### config.mk
export PLATFORM = sky130hd
export DESIGN_NAME = prog_loader
export DESIGN_NICKNAME = d
export VERILOG_FILES = /design/src/rtl/uP_pkg.sv /design/src/rtl/loader_timeout.sv /design/src/rtl/prog_loader.sv
export SDC_FILE = /design/constraint.sdc
export NUM_CORES = 1
export LEC_CHECK = 0
export ABC_AREA = 1
export CORE_MARGIN = 5
export CORE_UTILIZATION = 46
export DETAILED_ROUTE_END_ITERATION = 7
export PLACE_DENSITY = 0.75
export RECOVER_POWER = 50
export REMOVE_ABC_BUFFERS = 1
export SYNTH_ARGS = -nofsm -noshare
export SYNTH_HDL_FRONTEND = slang
export SYNTH_SLANG_ARGS = --single-unit
### constraint.sdc
create_clock -name clock -period 1.6 [get_ports clock]
set_input_delay 0.16 -clock clock [delete_from_list [all_inputs] [get_ports clock]]
set_output_delay 0.16 -clock clock [all_outputs]
set_load 0.1 [all_outputs]
### src/rtl/uP_pkg.sv
// Shared definitions for the program loader: frame constants, widths and FSM encoding.
// Latency: n/a (package).
// Backpressure: n/a (package).
package uP_pkg;

    localparam int          PROG_ADDR_W    = 12;
    localparam int          PROG_DATA_W    = 8;
    localparam logic [7:0]  PROG_SYNC_BYTE = 8'hA5;
    localparam int          PROG_TIMEOUT   = 1023;

    // Byte counter holds 1..256, so one bit wider than a byte.
    localparam int          LEN_CNT_W      = 9;

    typedef enum logic [2:0] {
        ST_IDLE   = 3'd0,
        ST_HDR_HI = 3'd1,
        ST_HDR_LO = 3'd2,
        ST_LEN    = 3'd3,
        ST_DATA   = 3'd4,
        ST_CSUM   = 3'd5,
        ST_DONE   = 3'd6,
        ST_ABORT  = 3'd7
    } ld_state_t;

endpackage

### src/rtl/loader_timeout.sv
// Idle-cycle watchdog for an in-flight frame; tc flags TIMEOUT idle cycles reached.
// Latency: tc is a combinational decode of the count register.
// Backpressure: none; count saturates at TIMEOUT until cleared.
module loader_timeout #(
    parameter int TIMEOUT = 1023
) (
    input  logic clock,
    input  logic reset,
    input  logic clr,
    input  logic en,
    output logic tc
);

    localparam int W = $clog2(TIMEOUT + 1);

    logic [W-1:0] cnt;

    assign tc = (cnt == W'(TIMEOUT));

    // Count idle cycles while enabled; clear has priority, saturate at terminal count.
    always_ff @(posedge clock or negedge reset) begin
        if (!reset) begin
            cnt <= '0;
        end else if (clr) begin
            cnt <= '0;
        end else if (en && !tc) begin
            cnt <= cnt + W'(1);
        end
    end

endmodule

### src/rtl/prog_loader.sv
// Parses SYNC/ADDR/LEN/DATA/CSUM frames into program-memory writes, holding the CPU in reset meanwhile.
// Latency: one cycle from accepted data byte to mem_we pulse.
// Backpressure: in_ready drops only for the single DONE/ABORT cycle; otherwise every byte is taken.
module prog_loader
    import uP_pkg::*;
#(
    parameter int         ADDR_W    = PROG_ADDR_W,
    parameter int         DATA_W    = PROG_DATA_W,
    parameter logic [7:0] SYNC_BYTE = PROG_SYNC_BYTE,
    parameter int         TIMEOUT   = PROG_TIMEOUT
) (
    input  logic              clock,
    input  logic              reset,
    input  logic              in_valid,
    input  logic [7:0]        in_data,
    output logic              in_ready,
    output logic              mem_we,
    output logic [ADDR_W-1:0] mem_addr,
    output logic [DATA_W-1:0] mem_wdata,
    output logic              cpu_hold,
    output logic              done,
    output logic              error
);

    // Bits of the address carried in the low nibble of the high header byte.
    localparam int HI_W = ADDR_W - 8;

    ld_state_t             state;
    logic [ADDR_W-1:0]     ptr;
    logic [LEN_CNT_W-1:0]  cnt;
    logic [7:0]            csum;
    logic [7:0]            csum_nxt;
    logic                  accept;
    logic                  in_frame;
    logic                  tmo_tc;

    assign accept   = in_valid && in_ready;
    assign csum_nxt = csum + in_data;
    assign in_frame = (state == ST_HDR_HI) || (state == ST_HDR_LO) || (state == ST_LEN) ||
                      (state == ST_DATA)   || (state == ST_CSUM);

    loader_timeout #(
        .TIMEOUT (TIMEOUT)
    ) u_timeout (
        .clock (clock),
        .reset (reset),
        .clr   (accept || !in_frame),
        .en    (in_frame),
        .tc    (tmo_tc)
    );

    // Frame FSM with registered outputs; in_ready is pre-computed for the next state.
    always_ff @(posedge clock or negedge reset) begin
        if (!reset) begin
            state     <= ST_IDLE;
            ptr       <= '0;
            cnt       <= '0;
            csum      <= '0;
            in_ready  <= 1'b0;
            mem_we    <= 1'b0;
            mem_addr  <= '0;
            mem_wdata <= '0;
            cpu_hold  <= 1'b0;
            done      <= 1'b0;
            error     <= 1'b0;
        end else begin
            mem_we   <= 1'b0;
            done     <= 1'b0;
            in_ready <= 1'b1;
            unique case (state)
                ST_IDLE: begin
                    if (accept && in_data == SYNC_BYTE) begin
                        state    <= ST_HDR_HI;
                        error    <= 1'b0;
                        cpu_hold <= 1'b1;
                    end
                end
                ST_HDR_HI: begin
                    if (accept) begin
                        if (in_data[DATA_W-1:HI_W] != '0) begin
                            state    <= ST_ABORT;
                            error    <= 1'b1;
                            in_ready <= 1'b0;
                        end else begin
                            ptr[ADDR_W-1:8] <= in_data[HI_W-1:0];
                            state           <= ST_HDR_LO;
                        end
                    end else if (tmo_tc) begin
                        state    <= ST_ABORT;
                        error    <= 1'b1;
                        in_ready <= 1'b0;
                    end
                end
                ST_HDR_LO: begin
                    if (accept) begin
                        ptr[7:0] <= in_data;
                        state    <= ST_LEN;
                    end else if (tmo_tc) begin
                        state    <= ST_ABORT;
                        error    <= 1'b1;
                        in_ready <= 1'b0;
                    end
                end
                ST_LEN: begin
                    if (accept) begin
                        // A zero length field means a full 256-byte block.
                        cnt   <= (in_data == 8'h00) ? LEN_CNT_W'(256) : LEN_CNT_W'(in_data);
                        csum  <= 8'h00;
                        state <= ST_DATA;
                    end else if (tmo_tc) begin
                        state    <= ST_ABORT;
                        error    <= 1'b1;
                        in_ready <= 1'b0;
                    end
                end
                ST_DATA: begin
                    if (accept) begin
                        mem_we    <= 1'b1;
                        mem_addr  <= ptr;
                        mem_wdata <= in_data;
                        ptr       <= ptr + ADDR_W'(1);
                        csum      <= csum_nxt;
                        cnt       <= cnt - LEN_CNT_W'(1);
                        if (cnt == LEN_CNT_W'(1)) begin
                            state <= ST_CSUM;
                        end
                    end else if (tmo_tc) begin
                        state    <= ST_ABORT;
                        error    <= 1'b1;
                        in_ready <= 1'b0;
                    end
                end
                ST_CSUM: begin
                    if (accept) begin
                        in_ready <= 1'b0;
                        if (csum_nxt == 8'h00) begin
                            state <= ST_DONE;
                            done  <= 1'b1;
                        end else begin
                            state <= ST_ABORT;
                            error <= 1'b1;
                        end
                    end else if (tmo_tc) begin
                        state    <= ST_ABORT;
                        error    <= 1'b1;
                        in_ready <= 1'b0;
                    end
                end
                ST_DONE, ST_ABORT: begin
                    state    <= ST_IDLE;
                    cpu_hold <= 1'b0;
                end
                default: begin
                    state    <= ST_IDLE;
                    cpu_hold <= 1'b0;
                end
            endcase
        end
    end

endmodule

Word level (Yosys, flattened, before mapping)
Cells that the tools add are included.

Add/subtract/negate cells: 4. Eq/ne operators: 20. Mux-type cells: 47. Reductions and logical operators: 29.

Operators by type and width (number): $pmux 8 s2 (2); $mux 3 (9); $mux 9 (3); $mux 8 (3); $pmux 3 s7 (1); $mux 10 (2); $mux 1 (19); $pmux 9 s2 (1); $logic_not 8->1 (2); $ne 2x2->1 const B (7); $add 12x1->12 const B (1); $eq 3x3->1 const B (4); $mux 12 (1); $add 10x1->10 const B (1); $eq 10x10->1 const B (1); $reduce_bool 2->1 (5); $eq 9x1->1 const B (1); $sub 9x1->9 const B (1); $add 8x8->8 (1); $eq 8x8->1 const B (1); $mux 4 (2); $pmux 4 s2 (1); $reduce_bool 4->1 (2); $eq 3x2->1 const B (2); other kinds (16) (27).

Bits in registers: 67. Input port bits: 11. Output and inout port bits: 25. Word-level logic and storage cells: 113.

Depth between registers and ports, before layout
Gate-level depths: netlist (run 1).

Depth after elaboration: 8. Mapped depth: 14. Gate-level depth less buffers: 14.

Cells and area by module
Synthesis (run 1) repeated with hierarchy kept, for this count alone.

Cell total of the unflattened synthesis: 534. Area, all modules: 3975.1 sq um.

Modules (own cells, without submodules): prog_loader (instances 1, cells each 436, area each 3309.4 sq um, sequential area each 1426.4 sq um); loader_timeout (instances 1, cells each 98, area each 665.6 sq um, sequential area each 250.2 sq um).

Worst setup path after synthesis (run 1)
No wires, ideal clock.

Path kind: reg2reg. From: register in_ready. To: register state[0]. Setup time: 116 ps. Data arrival time: 2111 ps. Data required time: 1484 ps. Setup slack: -628 ps. Cell stages (with the launch flop): 12. Path buffers: 0. Clock period less this slack: 2228 ps. Path through: dfrtp_1 -> nand2_2 -> inv_1 -> nand3_1 -> nor2_1 -> nand3_1 -> nor2_1 -> nand2_1 -> nand2_1 -> nand2_1 -> nand2_1 -> nand2_1.

Cells in the longest elaborated chain, start to end: 4.

RTL lines: start: declaration (line prog_loader.sv:16) `output logic in_ready,`; start signal: assignment (line prog_loader.sv:59) `in_ready <= 1'b0;`; start signal: assignment (line prog_loader.sv:69) `in_ready <= 1'b1;`; start signal: assignment (line prog_loader.sv:83) `in_ready <= 1'b0;`; $logic_and 1x1->1 (*) (line prog_loader.sv:37) `assign accept = in_valid && in_ready;`; $logic_and 1x1->1 (line prog_loader.sv:72) `if (accept && in_data == SYNC_BYTE) begin`; $ne 2x2->1 (no line); $reduce_and 2->1 (no line); end signal: assignment (line prog_loader.sv:73) `state <= ST_HDR_HI;`; end signal: assignment (line prog_loader.sv:81) `state <= ST_ABORT;`; end signal: assignment (line prog_loader.sv:86) `state <= ST_HDR_LO;`; end: declaration (line prog_loader.sv:28) `ld_state_t state;`.

Every way passes the cells marked *; elsewhere a longest branch is shown, timed or not. A chain may end at the register's enable or synchronous reset.

Worst setup path in the final report (run 1)
From: register csum[0]. To: register state[0].

Cells in the longest elaborated chain, start to end: 5.

RTL lines: start: declaration (line prog_loader.sv:31) `logic [7:0] csum;`; start signal: assignment (line prog_loader.sv:122) `csum <= csum_nxt;`; $add 8x8->8 (line prog_loader.sv:38) `assign csum_nxt = csum + in_data;`; $logic_not 8->1 (line prog_loader.sv:136) `if (csum_nxt == 8'h00) begin`; $mux 1 (line prog_loader.sv:136); $mux 3 (line prog_loader.sv:134) `if (accept) begin`; $pmux 3 s7 (line prog_loader.sv:70) `unique case (state)`; end signal: assignment (line prog_loader.sv:73); end signal: assignment (line prog_loader.sv:137) `state <= ST_DONE;`; end signal: assignment (line prog_loader.sv:140) `state <= ST_ABORT;`.

No other way between the ends.

==> results by group, run 1 <==
Clock tree
  – Worst-skew pair later-pin latency: 360 ps
  – Clk buf depth: 2
  – TritonCTS buffer count: 9
  – CTS tree: built
  – H-tree levels: 3
  – CTS root buffer: clkbuf_8
  – Clock Sinks: 67
  – Worst-path clk slew: 80 ps

Power and ir drop
  – Comb pwr share: 61.7%
  – Clock power frac: 12.5%
  – Sw frac: 49.8%
  – Flop pwr share: 25.7%
  – Final Total Pwr: 11,500 uW
  – NetSw: 5750 uW
  – Pwr Density: 2140 nW/um2
  – Int Pwr: 5790 uW
  – Worst vdd ir: 1.29 mV
  – Total leakage power: 0.00262 uW

Status
  – Status: finished with violations
  – Failing checks: negative setup slack

Floorplanning
  – DIE HEIGHT: 100 um
  – IO Pins: 36
  – Core area: 8090 um2
  – Die area: 10,100 um2
  – Initial Util: 46.3%
  – Width of the die: 100 um
  – Row count: 33

Yosys
  – Top FF cell, synth: dfrtp_1
  – Post-Synth XOR/XNOR Area: 1.17%
  – Post-synth EDFFs: 0
  – Synth area leaders: dfrtp_1 45%, nand2_1 13%, inv_1 6.5%
  – Synth warnings: 0
  – Syn Area/Cell: 7.63 um2
  – Cell variety after synth: 41
  – Seq/Total Area, Yosys: 44.7%
  – Ys async rst share: 100%
  – Largest family of logic cells by synthesized area: simple AND/OR/NAND/NOR gates
  – Leading area contributor after synthesis: dfrtp_1
  – Synth Cell Area: 3750 um2
  – Post-synthesis instance total: 491
  – Simple-Gate Fraction of Synth Area: 27.2%
  – Synth Area in Adders: 4.21%
  – Compound-cell area share of the yosys netlist: 14.3%
  – Top cell type's share of synthesized area: 44.7%
  – Synth Register Bits: 67
  – Mux contribution to synthesized area: 0.267%

Global routing
  – Gr usage total: 19.4%
  – Vias in the first global route: 3,479
  – Initial antenna violation count: 0
  – Largest net degree at the start of global routing: 25
  – First-pass GRT wire length: 15,700 um
  – Total grt overflow: 0

Detailed routing
  – Routed len/inst: 14.5 um
  – Wirelength, routed: 10,200 um
  – Initial DRC count: 213
  – Initial DRT Pass Iterations: 4
  – DRC: 0
  – Via count: 3,660
  – Vias per cell: 5.21
  – Post-DRT Antenna Nets: 0

STA
  – Final Hold Viols: 0
  – Final period util: 120%
  – Slew Limit Headroom: 28.7%
  – RSZ-0062 raised after global routing: true
  – Setup TNS: -1250 ps
  – Clock Skews: 13.6 ps
  – Slew Limit Fails: 0
  – Top achievable clock speed: 522 MHz
  – Worst-margin pin slew: 1070 ps
  – Final worst setup slack: -317 ps
  – Min cycle time layout: 1920 ps
  – Final setup fails: 9

Worst setup path
  – Internal reg-to-reg setup slack: -320 ps
  – CP Max Fanout: 3
  – R2r startpoint: csum[0]$_DFFE_PN0P_
  – Worst endpoint required time: 1850 ps
  – Critical path arrival: 2160 ps
  – Critical path endpoint category: register
  – Crit path launch type: register
  – FF-to-FF End: state[0]$_DFFE_PN0P_
  – Reg2Reg Depth: 12
  – Setup CP Type: register to register

Layout
  – Commonest cells after routing, fill and taps aside: 114 x nand2_1, 66 x dfrtp_1, 60 x buf_4
  – N_diodes: 0
  – Most common library cell in the layout ignoring fill and taps: nand2_1
  – Area Overhead vs Synth: 43.9%
  – Nets: 616
  – Fillers: 635
  – Layout cells sized above 1: 31.4%

Min path
  – Hold path cells: 4
  – Worst min path class: input port to register
  – Hold Crit Start: in_data[3]
  – Destination of the worst hold path: mem_wdata[3]$_DFFE_PN0P_

Place
  – IO Port Bufs: 35
  – Hpwl dp: 7060 um
  – GP Congestion: 0.913

Flow run
  – # Max-Cap Violations: 0
==> flip-flops by register name, summed over array words and instances (netlist names) <==
signal	cells
error	1
u_timeout.cnt	10
ptr	12
cpu_hold	1
in_ready	1
mem_addr	12
cnt	9
mem_wdata	8
mem_we	1
done	1
state	3
csum	8
==> critical path: stages, from the launching register on <==
cell and delay (ps):
dfrtp_1 400, ha_2 190, fa_2 380, nand3_1 120
nand3_1 120, nand2_2 90, nand3_2 110, nor2_2 150
nand2_1 60, nand2_1 50, nand2_1 40, nand2_1 50
nand2_1 40
==> cells by family after synthesis <==
logic type,after synthesis
simple gates,235
flops,67
compound gates,94
xor+xnor,5
fa+ha+maj,12
buf+inv,77
mux,1
==> timing repair <==
| item | in CTS | in global routing |
|---|---|---|
| pin swaps | 7 | 20 |
| hold buffers | 1 | 0 |
| gates resized for setup | 18 | 74 |
| setup buffers | 1 | 9 |
| endpoints found under the setup margin | 7 | 35 |
| hold endpoints to repair | 17 | 0 |
==> per-layer routing <==
layer	track usage [%]	part of all wire, %
met1	24.8	41
met2	31.9	50
met3	3.06	4.8
met4	9.95	3.9
met5	0	0
==> worst max path at each step <==
stage / to / from / slack (ps)
final: state[0]$_DFFE_PN0P_ / csum[0]$_DFFE_PN0P_ / -320
after detailed placement: state[0]$_DFFE_PN0P_ / in_data[0] / -570
after global placement: state[0]$_DFFE_PN0P_ / in_data[0] / -540
after global routing: error$_DFFE_PN0P_ / csum[0]$_DFFE_PN0P_ / -410
after floorplan: ptr[9]$_DFFE_PN0P_ / in_ready$_DFF_PN0_ / -660
after CTS: state[0]$_DFFE_PN0P_ / csum[0]$_DFFE_PN0P_ / -240
==> power by group through the flow <==
stage	clock [uW]	combinational, uW	sequential (uW)
final	1450	7130	2970
after global routing	1570	7630	3060
after CTS	1480	6640	2970
after detailed placement	0	6480	2970
after global placement	0	6320	2930
after floorplan	0	2400	4540
==> cell type report <==
class,count,area (um2),area share (%)
clock buffers,10,138,2.55
clock inverters,6,65.1,1.21
inverters,69,262,4.85
multi-input cells,347,2070,38.3
flip-flops and latches,67,1680,31.1
well taps,105,131,2.44
repair buffers,99,1050,19.5
==> synthesized netlist by cell type, types with 3 or more instances <==
master   number
a21oi_1      21
a22oi_1       4
a31oi_1       7
buf_2         5
dfrtp_1      67
ha_1         11
inv_1        65
inv_2         4
nand2_1     129
nand2_2       4
nand3_1      32
nand4_1       4
nor2_1       47
nor2_2        3
nor2_4        3
nor3_1        5
o21ai_0      43
o21ai_1       3
o22ai_1       4
xor2_1        3
==> per-stage QoR <==
step	instance area, um2	hold WS (ps)	setup WS (ps)	cells	util, %
2_1_floorplan	3700	-136	-660	483	-
3_3_place_gp	4870	155	-543	676	60.1
3_5_place_dp	4870	157	-565	676	60.1
4_1_cts	5180	311	-242	694	64.0
5_1_grt	5390	292	-408	703	66.7
6_report	5390	262	-317	703	66.7
Power figures use the tool's default switching activity.
==> run 2, diff against run 1 <==
--- a/config.mk
+++ b/config.mk
@@ -6,7 +6,7 @@
 export NUM_CORES = 1
 export LEC_CHECK = 0
 export ABC_AREA = 1
-export CORE_MARGIN = 5
+export CORE_MARGIN = 4
 export CORE_UTILIZATION = 46
 export DETAILED_ROUTE_END_ITERATION = 7
 export PLACE_DENSITY = 0.75
==> run 2 against run 1 <==
Against the previous run: the flow still finishes with violations (negative setup slack); worst hold slack improved by 100 ps; setup slack got worse by 40 ps; clock power rose by 11%; critical path type unchanged; largest cell class unchanged.
==> results by group, run 2 (synthesis results as in run 1) <==
Detailed routing
  – Max Used Layer: met4
  – Routed len/inst: 15.8 um (+8.7%)
  – Initial DRT Pass Iterations: 5 (+1)
  – Via count: 3,873 (+5.8%)
  – Wl on met1: 4480 um (+6.7%)
  – Wirelength, routed: 11,100 um (+8.7%)
  – Vias per cell: 5.51 (+5.8%)
  – Met2 WL: 5610 um (+9.6%)
  – Post-DRT Antenna Nets: 0 (unchanged)
  – DR WL met3: 581 um (+18%)
  – Initial DRC count: 283 (+33%)
  – DRC: 0 (unchanged)

Clock tree
  – H-tree levels: 3 (unchanged)
  – Clk buf depth: 2 (unchanged)
  – Worst-path clk slew: 70 ps (about the same)
  – TritonCTS buffer count: 9 (unchanged)
  – CTS root buffer: clkbuf_8
  – Clock Sinks: 67 (unchanged)
  – CTS tree: built
  – Worst-skew pair later-pin latency: 360 ps (about the same)

Floorplanning
  – IO Pins: 36 (unchanged)
  – Width of the die: 98.3 um (-2.0%)
  – Core area: 7810 um2 (-3.5%)
  – DIE HEIGHT: 98.3 um (-2.0%)
  – Die area: 9650 um2 (-4.0%)
  – Initial Util: 48.0% (+1.7 points)
  – Row count: 32 (-3.0%)

STA
  – Final Hold Viols: 0 (unchanged)
  – RSZ-0062 raised after global routing: true
  – Worst-margin pin slew: 905 ps (-165 ps)
  – Final setup fails: 18 (+9)
  – Setup TNS: -1600 ps (-341 ps)
  – Slew Limit Headroom: 39.7% (+11 points)
  – Fin Hold WS: 364 ps (+102 ps)
  – Top achievable clock speed: 511 MHz (-2.1%)
  – Min cycle time layout: 1960 ps (+40.1 ps)
  – Slew Limit Fails: 0 (unchanged)
  – Final period util: 122% (+2.5 points)
  – Clock Skews: 9.01 ps (-4.58 ps)
  – Final worst setup slack: -358 ps (-40.1 ps)

Status
  – Failing checks: negative setup slack
  – Status: finished with violations

Layout
  – Most common library cell in the layout ignoring fill and taps: nand2_1
  – Layout cells sized above 1: 35.1% (+3.7 points)
  – Biggest registers after layout: mem_addr: 12 flops, ptr: 12 flops, u_timeout.cnt: 10 flops
  – Final Util: 71.9% (+5.2 points)
  – Fillers: 551 (-13%)
  – N_diodes: 0 (unchanged)
  – Area Overhead vs Synth: 49.8%
  – Fin area: 5610 um2 (+4.1%)
  – Nets: 619 (+0.49%)
  – Commonest cells after routing, fill and taps aside: 106 x nand2_1, 65 x dfrtp_1, 59 x inv_1

Worst setup path
  – Critical path arrival: 2200 ps (+40 ps)
  – CP Max Fanout: 3 (unchanged)
  – Crit path launch type: register
  – Worst endpoint required time: 1840 ps (about the same)
  – Critical path endpoint category: register
  – Setup CP Type: register to register

Power and ir drop
  – Pwr Density: 2160 nW/um2 (+0.72%)
  – Total leakage power: 0.00268 uW (+2.1%)
  – Worst vdd ir: 1.13 mV (-12%)

Place
  – Post-place instance area: 4770 um2 (-2.0%)
  – IO Port Bufs: 35 (unchanged)
  – Hpwl dp: 6770 um (-4.2%)
  – GP Congestion: 0.909 (-0.47%)

Flow run
  – # Max-Cap Violations: 0 (unchanged)

Global routing
  – Gr usage total: 20.9% (+1.5 points)
  – Largest net degree at the start of global routing: 68 (+170%)
  – First-pass GRT wire length: 16,600 um (+5.9%)
  – Total grt overflow: 0 (unchanged)
  – Vias in the first global route: 3,649 (+4.9%)
  – Initial antenna violation count: 0 (unchanged)

Min path
  – Worst min path class: input port to register
## run 2: per-layer routing
| layer | vias up | global-route usage, % |
|---|---|---|
| met2 | 166 | 34.3 |
| met5 | - | 0 |
| met1 | 1851 | 26.7 |
| met3 | 46 | 4.00 |
| met4 | 0 | 9.87 |
| li1 | 1810 | - |
## run 2: timing repair
action | CTS | global route
pin swaps | 13 | 33
gates resized for setup | 32 | 88
setup buffers | 4 | 22
hold buffers | 1 | 0
endpoints found under the hold margin | 67 | 0
setup endpoints to repair | 9 | 39
## run 2: worst max-delay path, stage by stage (launching register included)
cell and delay (ps):
dfrtp_1 410, ha_4 180, fa_2 440, xor2_2 190, nor2_2 140, nand3_2 100, nor2_2 110, nand2_1 60
nand2_1 50, nand2_1 40, nand2_1 60, nand2_1 60
## run 2: area by class of cell
cell class                 instances  area, um2  share of cell area (%)
clock inverter                     7        100                    1.78
clock buffer                       9        124                    2.21
inverter                          69        262                    4.66
timing repair buffer             102       1150                    20.5
sequential                        67       1680                    29.9
tap                              102        128                    2.27
multi-input combinational        347       2170                    38.7
## run 2: power by group
| part | total, uW | leakage (uW) | internal [uW] | switching [uW] |
|---|---|---|---|---|
| Clock | 1610 | 0.000114 | 887 | 720 |
| Sequential | 3040 | 0.000843 | 2360 | 684 |
| Combinational | 7450 | 0.00172 | 2830 | 4620 |
## run 2: path summary, 6_finish.rpt
path | start | to | slack (ps) | depth (start not counted)
worst max-delay path | csum[0]$_DFFE_PN0P_ | state[0]$_DFFE_PN0P_ | -360 | 11
worst min-delay path | in_data[6] | mem_wdata[6]$_DFFE_PN0P_ | 360 | 4
worst max register to register | csum[0]$_DFFE_PN0P_ | state[0]$_DFFE_PN0P_ | -360 | 11
worst min register to register | cnt[6]$_DFFE_PN0P_ | cnt[6]$_DFFE_PN0P_ | 490 | 2
max in group asynchronous | reset | u_timeout.cnt[2]$_DFFE_PN0P_ | 390 | 3
min in group asynchronous | reset | csum[4]$_DFFE_PN0P_ | 590 | 3
## run 2: stage by stage
step	worst slack (ps)	std cells	power [uW]
floorplan	-660	483	6940
global placement	-546	662	9080
detailed placement	-587	662	9270
CTS	-254	683	11100
global route	-414	703	12800
finish	-358	703	12100
